### src/rtl/mesh_rd_initiator.sv
// West-edge read initiator for one SRAM-bank mesh row: tags reads with ROB slot ids and
// hands the (possibly out-of-order) returning beats back to the client in request order.
module mesh_rd_initiator #(
  parameter int DEPTH    = 8,
  parameter int ADDR_W   = 16,
  parameter int RAM_ID_W = 4,
  parameter int DATA_W   = 512,
  parameter int TO_CYC   = 1023,
  localparam int TXN_W   = $clog2(DEPTH)
) (
  input  logic                clk,
  input  logic                rst,
  input  logic                req_vld,
  output logic                req_rdy,
  input  logic [ADDR_W-1:0]   req_addr,
  input  logic [RAM_ID_W-1:0] req_ram_id,
  output logic                cmd_vld,
  output logic [ADDR_W-1:0]   cmd_addr,
  output logic [RAM_ID_W-1:0] cmd_ram_id,
  output logic [TXN_W-1:0]    cmd_txn_id,
  input  logic                dat_vld,
  input  logic [TXN_W-1:0]    dat_txn_id,
  input  logic [DATA_W-1:0]   dat_data,
  output logic                rsp_vld,
  input  logic                rsp_rdy,
  output logic [DATA_W-1:0]   rsp_data,
  output logic                err_unexp,
  output logic                err_timeout,
  output logic [TXN_W:0]      outstanding
);

  localparam int TO_W = $clog2(TO_CYC + 1);
  localparam logic [TXN_W:0]  PTR_ONE = {{TXN_W{1'b0}}, 1'b1};
  localparam logic [TO_W-1:0] TO_ONE  = {{(TO_W-1){1'b0}}, 1'b1};
  localparam logic [TO_W-1:0] TO_MAX  = TO_W'(TO_CYC);

  logic [TXN_W:0]        wr_ptr_q, wr_ptr_d, rd_ptr_q, rd_ptr_d;
  logic [DEPTH-1:0]      pend_q, pend_d, done_q, done_d;
  logic [DATA_W-1:0]     mem_q [DEPTH];
  logic                  cmd_vld_q, cmd_vld_d;
  logic [ADDR_W-1:0]     cmd_addr_q, cmd_addr_d;
  logic [RAM_ID_W-1:0]   cmd_ram_id_q, cmd_ram_id_d;
  logic [TXN_W-1:0]      cmd_txn_id_q, cmd_txn_id_d;
  logic                  err_unexp_q, err_unexp_d;
  logic                  err_timeout_q, err_timeout_d;
  logic [TO_W-1:0]       to_cnt_q, to_cnt_d;

  logic [TXN_W-1:0]      wr_idx, rd_idx;
  logic                  full, empty, alloc, pop, beat_ok;

  assign wr_idx  = wr_ptr_q[TXN_W-1:0];
  assign rd_idx  = rd_ptr_q[TXN_W-1:0];
  assign empty   = (wr_ptr_q == rd_ptr_q);
  assign full    = (wr_ptr_q[TXN_W] != rd_ptr_q[TXN_W]) && (wr_idx == rd_idx);
  // Slot freedom comes only from registered pointers, so a same-cycle pop never admits a request.
  assign req_rdy = !full;
  assign alloc   = req_vld && !full;
  assign rsp_vld = done_q[rd_idx];
  assign pop     = rsp_vld && rsp_rdy;
  assign beat_ok = dat_vld && pend_q[dat_txn_id] && !done_q[dat_txn_id];

  assign rsp_data    = rsp_vld ? mem_q[rd_idx] : {DATA_W{1'b0}};
  assign cmd_vld     = cmd_vld_q;
  assign cmd_addr    = cmd_addr_q;
  assign cmd_ram_id  = cmd_ram_id_q;
  assign cmd_txn_id  = cmd_txn_id_q;
  assign err_unexp   = err_unexp_q;
  assign err_timeout = err_timeout_q;
  assign outstanding = wr_ptr_q - rd_ptr_q;

  always_comb begin
    wr_ptr_d      = wr_ptr_q;
    rd_ptr_d      = rd_ptr_q;
    pend_d        = pend_q;
    done_d        = done_q;
    cmd_vld_d     = alloc;
    cmd_addr_d    = cmd_addr_q;
    cmd_ram_id_d  = cmd_ram_id_q;
    cmd_txn_id_d  = cmd_txn_id_q;
    err_unexp_d   = dat_vld && !beat_ok;
    err_timeout_d = err_timeout_q;
    to_cnt_d      = to_cnt_q;

    if (beat_ok) begin
      done_d[dat_txn_id] = 1'b1;
    end else begin
      done_d = done_d;
    end

    if (pop) begin
      pend_d[rd_idx] = 1'b0;
      done_d[rd_idx] = 1'b0;
      rd_ptr_d       = rd_ptr_q + PTR_ONE;
    end else begin
      rd_ptr_d = rd_ptr_q;
    end

    // Alloc and pop never target the same slot: that would need the ROB both full and empty.
    if (alloc) begin
      pend_d[wr_idx] = 1'b1;
      done_d[wr_idx] = 1'b0;
      wr_ptr_d       = wr_ptr_q + PTR_ONE;
      cmd_addr_d     = req_addr;
      cmd_ram_id_d   = req_ram_id;
      cmd_txn_id_d   = wr_idx;
    end else begin
      wr_ptr_d = wr_ptr_q;
    end

    if (pop || empty || done_q[rd_idx]) begin
      to_cnt_d = {TO_W{1'b0}};
    end else if (to_cnt_q != TO_MAX) begin
      to_cnt_d = to_cnt_q + TO_ONE;
    end else begin
      to_cnt_d = to_cnt_q;
    end

    if (to_cnt_q == TO_MAX) begin
      err_timeout_d = 1'b1;
    end else begin
      err_timeout_d = err_timeout_q;
    end
  end

  always_ff @(posedge clk) begin
    if (rst) begin
      wr_ptr_q      <= {(TXN_W+1){1'b0}};
      rd_ptr_q      <= {(TXN_W+1){1'b0}};
      pend_q        <= {DEPTH{1'b0}};
      done_q        <= {DEPTH{1'b0}};
      cmd_vld_q     <= 1'b0;
      cmd_addr_q    <= {ADDR_W{1'b0}};
      cmd_ram_id_q  <= {RAM_ID_W{1'b0}};
      cmd_txn_id_q  <= {TXN_W{1'b0}};
      err_unexp_q   <= 1'b0;
      err_timeout_q <= 1'b0;
      to_cnt_q      <= {TO_W{1'b0}};
    end else begin
      wr_ptr_q      <= wr_ptr_d;
      rd_ptr_q      <= rd_ptr_d;
      pend_q        <= pend_d;
      done_q        <= done_d;
      cmd_vld_q     <= cmd_vld_d;
      cmd_addr_q    <= cmd_addr_d;
      cmd_ram_id_q  <= cmd_ram_id_d;
      cmd_txn_id_q  <= cmd_txn_id_d;
      err_unexp_q   <= err_unexp_d;
      err_timeout_q <= err_timeout_d;
      to_cnt_q      <= to_cnt_d;
    end
  end

  // Data storage is left unreset; done bits gate every read of it.
  always_ff @(posedge clk) begin
    if (beat_ok) begin
      mem_q[dat_txn_id] <= dat_data;
    end
  end

endmodule
### config.mk
export PLATFORM = sky130hd
export DESIGN_NAME = mesh_rd_initiator
export DESIGN_NICKNAME = d
export VERILOG_FILES = /design/src/rtl/mesh_rd_initiator.sv
export SDC_FILE = /design/constraint.sdc
export NUM_CORES = 2
export LEC_CHECK = 0
export ABC_AREA = 1
export BUFFER_PORTS_ARGS = -buffer_cell sky130_fd_sc_hd__clkbuf_2
export CORE_AREA = 8 8 532 586
export DETAILED_ROUTE_END_ITERATION = 8
export DIE_AREA = 0 0 540 594
export PLACE_DENSITY = 0.75
export SETUP_SLACK_MARGIN = 0.2
export SLEW_MARGIN = 0
export SYNTH_ARGS = -nofsm -noshare
export SYNTH_HDL_FRONTEND = slang
export SYNTH_SLANG_ARGS = --single-unit
export TNS_END_PERCENT = 20
### constraint.sdc
create_clock -name clk -period 25.1 [get_ports clk]
set_input_delay 1.255 -clock clk [delete_from_list [all_inputs] [get_ports clk]]
set_output_delay 1.255 -clock clk [all_outputs]
set_load 0.01 [all_outputs]
==> results.md <==
* Status: finished, final reports clean
* Vias in the first global route at 100000
* Most used cell, CP: buf_4
* Die ar. at 0.321 mm2
* Final net count at 12900
* Max FO, Critical Path at 235
* Initial Utilization at 53.7%
* GPL Wtd Cong at 0.884
* Largest area contributor in the netlist: edfxtp_1
* IO Pins at 1084
* WP data arrival at 8.24 ns
* Drt wl/cell at 25.2 um
* Startpoint Class: flop
* DRT iter0 DRCs at 12300
* Lkg Pwr at 60.4 nW
* Die width at 540 um
* Avg Inst Size Synth at 14.1 um2
* Global routing usage on met1 at 31.7%
* Vias at 102000
* Final Hold Vio Count at 0
* # rows at 212
* Count leader, synth: edfxtp_1
* CTS tree: done
* Total CTS buffers at 399
* Setup-failing EPs final at 0
* Most Used Layer, Global Route: met2
* Slowest cell on the critical path: buf_4
* Min-Delay Path Class: reg2reg
* Synth top area share at 75.9%
* Leading cell types by count after synthesis: edfxtp_1, nor2_1, nand2_1, o21ai_0, a21oi_1
* Least-Margin Pin Slew at 1.41 ns
* Crit path largest cell delay at 0.99 ns
* Half-perimeter wire length after placement at 233 mm
* Routed wire length at 421 mm
* Number of synthesized register bits at 4159
* Post-Syn Area at 0.162 mm2
* CTS Hold Bufs at 0
* # H-tree levels at 5
* Area of the multi-input gates at 0.0336 mm2
* Post-synthesis async set-or-reset flop share at 0%
* Layout area overhead at 12.9%
* Via density at 6.11
* Fin area at 0.183 mm2
* Layout cells sized above 1 at 14.3%
* Final ANT Viol Nets at 0
* Number of setup buffers added after CTS at 0
* Clk slew on worst S/H paths at 0.06 ns
* Clock sinks at 4159
* Skew final at 0.0671 ns
* CP Data Required Time at 23.84 ns
* Pins Over Slew Limit at 0
* Net Count, Synth at 12100
* Cells after Synth at 11500
* Share of the yosys chip area belonging to registers at 76.6%
* Kind of critical path: reg2out
* Max Freq at 105 MHz
* Power Dens Cells at 76.7 mW/mm2
* Storage cell area at 0.124 mm2
* Relative slew slack at 5.95%
* Most used flip-flop cell after synthesis: edfxtp_1
* Max-Cap Viols at 0
* Peak VDD IR at 79.8 uV
* Shortest period the worst path allows at 9.50 ns
* Global-route wire length before repair at 619 mm
* Synth top area cells: edfxtp_1, nor2_1, o21ai_0
* Setup TNS at 0 ns
* RSZ-0062 raised after global routing: no
* Cells resized by post-CTS repair at 0
* PortBufs at 1083
* Fillers at 21700
* Met3 Usage GRT at 5.61%
* Initial antenna violation count at 149
* Largest net degree at the start of global routing at 236
* Crit path cell chain: buf_4 -> buf_4 -> buf_4 -> buf_12 -> buf_4 -> buf_4 -> o21ai_0 -> o22ai_1 -> nand2_1 -> a21oi_1 -> clkbuf_2
* Overall Global Routing Usage at 24.9%
* CTS max path bufs at 4
* WHS at 0.488 ns
* Global route total overflow at 0
* Post-synth EDFFs at 4096
* Die Y at 594 um
* Core region area at 0.302 mm2
* Synth unique cells at 35
* Final core occ at 60.7%
* Critical Path End Type: primary output
* Clk Tree Root Cell: clkbuf_16
* Period utilisation layout at 37.8%
* Met2 Track Usage GR at 40.1%
* Clk Latency, worst-skew pair at 0.96 ns
* Post-Place Cell Area at 0.170 mm2
* Warnings, synthesis at 0
* Drt drc at 0
* Drt pass-1 iters at 9
-- metrics by stage --
step	total power [mW]	setup slack, ns	cells
after global routing	14.4	15.29	16700
after floorplan	8.07	0.232	11500
after detailed placement	8.27	16.98	15900
final	14.0	15.60	16700
after CTS	14.1	15.91	16600
after global placement	8.24	17.18	15900
-- final cells by class --
type | instances | area share, %
Tap cell | 3959 | 2.70
Sequential cell | 4159 | 67.9
Clock inverter | 254 | 1.44
Clock buffer | 480 | 5.63
Timing Repair Buffer | 1235 | 3.71
Multi-Input combinational cell | 6473 | 18.4
Antenna cell | 111 | 0.152
Inverter | 60 | 0.150
-- registers in the layout (all words and copies together) (netlist names), named ones only --
register / count
cmd_addr: 16
cmd_ram_id: 4
cmd_txn_id: 3
cmd_vld: 1
done_q: 8
err_timeout: 1
err_unexp: 1
mem_q: 4096
pend_q: 8
rd_ptr_q: 4
to_cnt_q: 10
wr_ptr_q: 4
-- kinds of logic (layout without fill, tap and decap cells) --
logic type      Yosys count  after routing  share of synthesized area, %
xor+xnor                  7              7                        0.0378
simple gates           3330           3330                          7.79
buf+inv                 872           2029                          2.66
fa+ha+maj                 7              7                        0.0586
other cells               0            111                             0
mux                     512            512                          3.16
flops                  4159           4159                          76.6
compound gates         2617           2617                          9.66
-- critical path, delay by kind of cell (launching register included) --
family / cells / cell delay [ns]
buffers and inverters: 7 / 5.13
AO/OA/AOI/OAI: 3 / 0.79
flip-flops: 1 / 0.65
AND/OR/NAND/NOR: 1 / 0.08
-- worst paths after layout --
| path | from | to | slack (ns) | depth (start not counted) |
|---|---|---|---|---|
| worst max register to register | pend_q[2] | mem_q[7][334] | 18.52 | 12 |
| worst min register to register | cmd_addr[5] | cmd_addr[5] | 0.49 | 2 |
| worst min-delay path | cmd_addr[5] | cmd_addr[5] | 0.49 | 2 |
| worst max-delay path | flop | rsp_data[359] | 15.60 | 11 |
-- cell usage in the layout (no fill, tap or decap), drive strengths merged, types with 2 or more instances in the layout --
cell type and instances:
nand3b 3, xnor2 5, mux2i 512, nand4 18
o21ai 1057, dfxtp 63, clkbuf 1563, nand2 1134
ha 6, xor2 2, nor2 2129, a21oi 532
o32ai 512, nand3 39, clkinv 191, buf 152
diode 111, o22ai 512, inv 74, bufinv 36
edfxtp 4096, clkinvlp 13, nor3 5
-- routing by layer --
metal / wire length (um) / share of wire [%]
met1: 156000 / 37
met2: 203000 / 48
met3: 39900 / 9.5
met4: 21400 / 5.1
met5: 458 / 0.11
-- power by group --
group          switching, mW  internal (mW)  total (mW)
Combinational          0.335          0.136       0.471
Sequential           0.00978           7.65        7.66
Clock                   2.59           3.33        5.92
Total                   2.94           11.1        14.0
No activity file was read; power rests on OpenSTA's default activity.
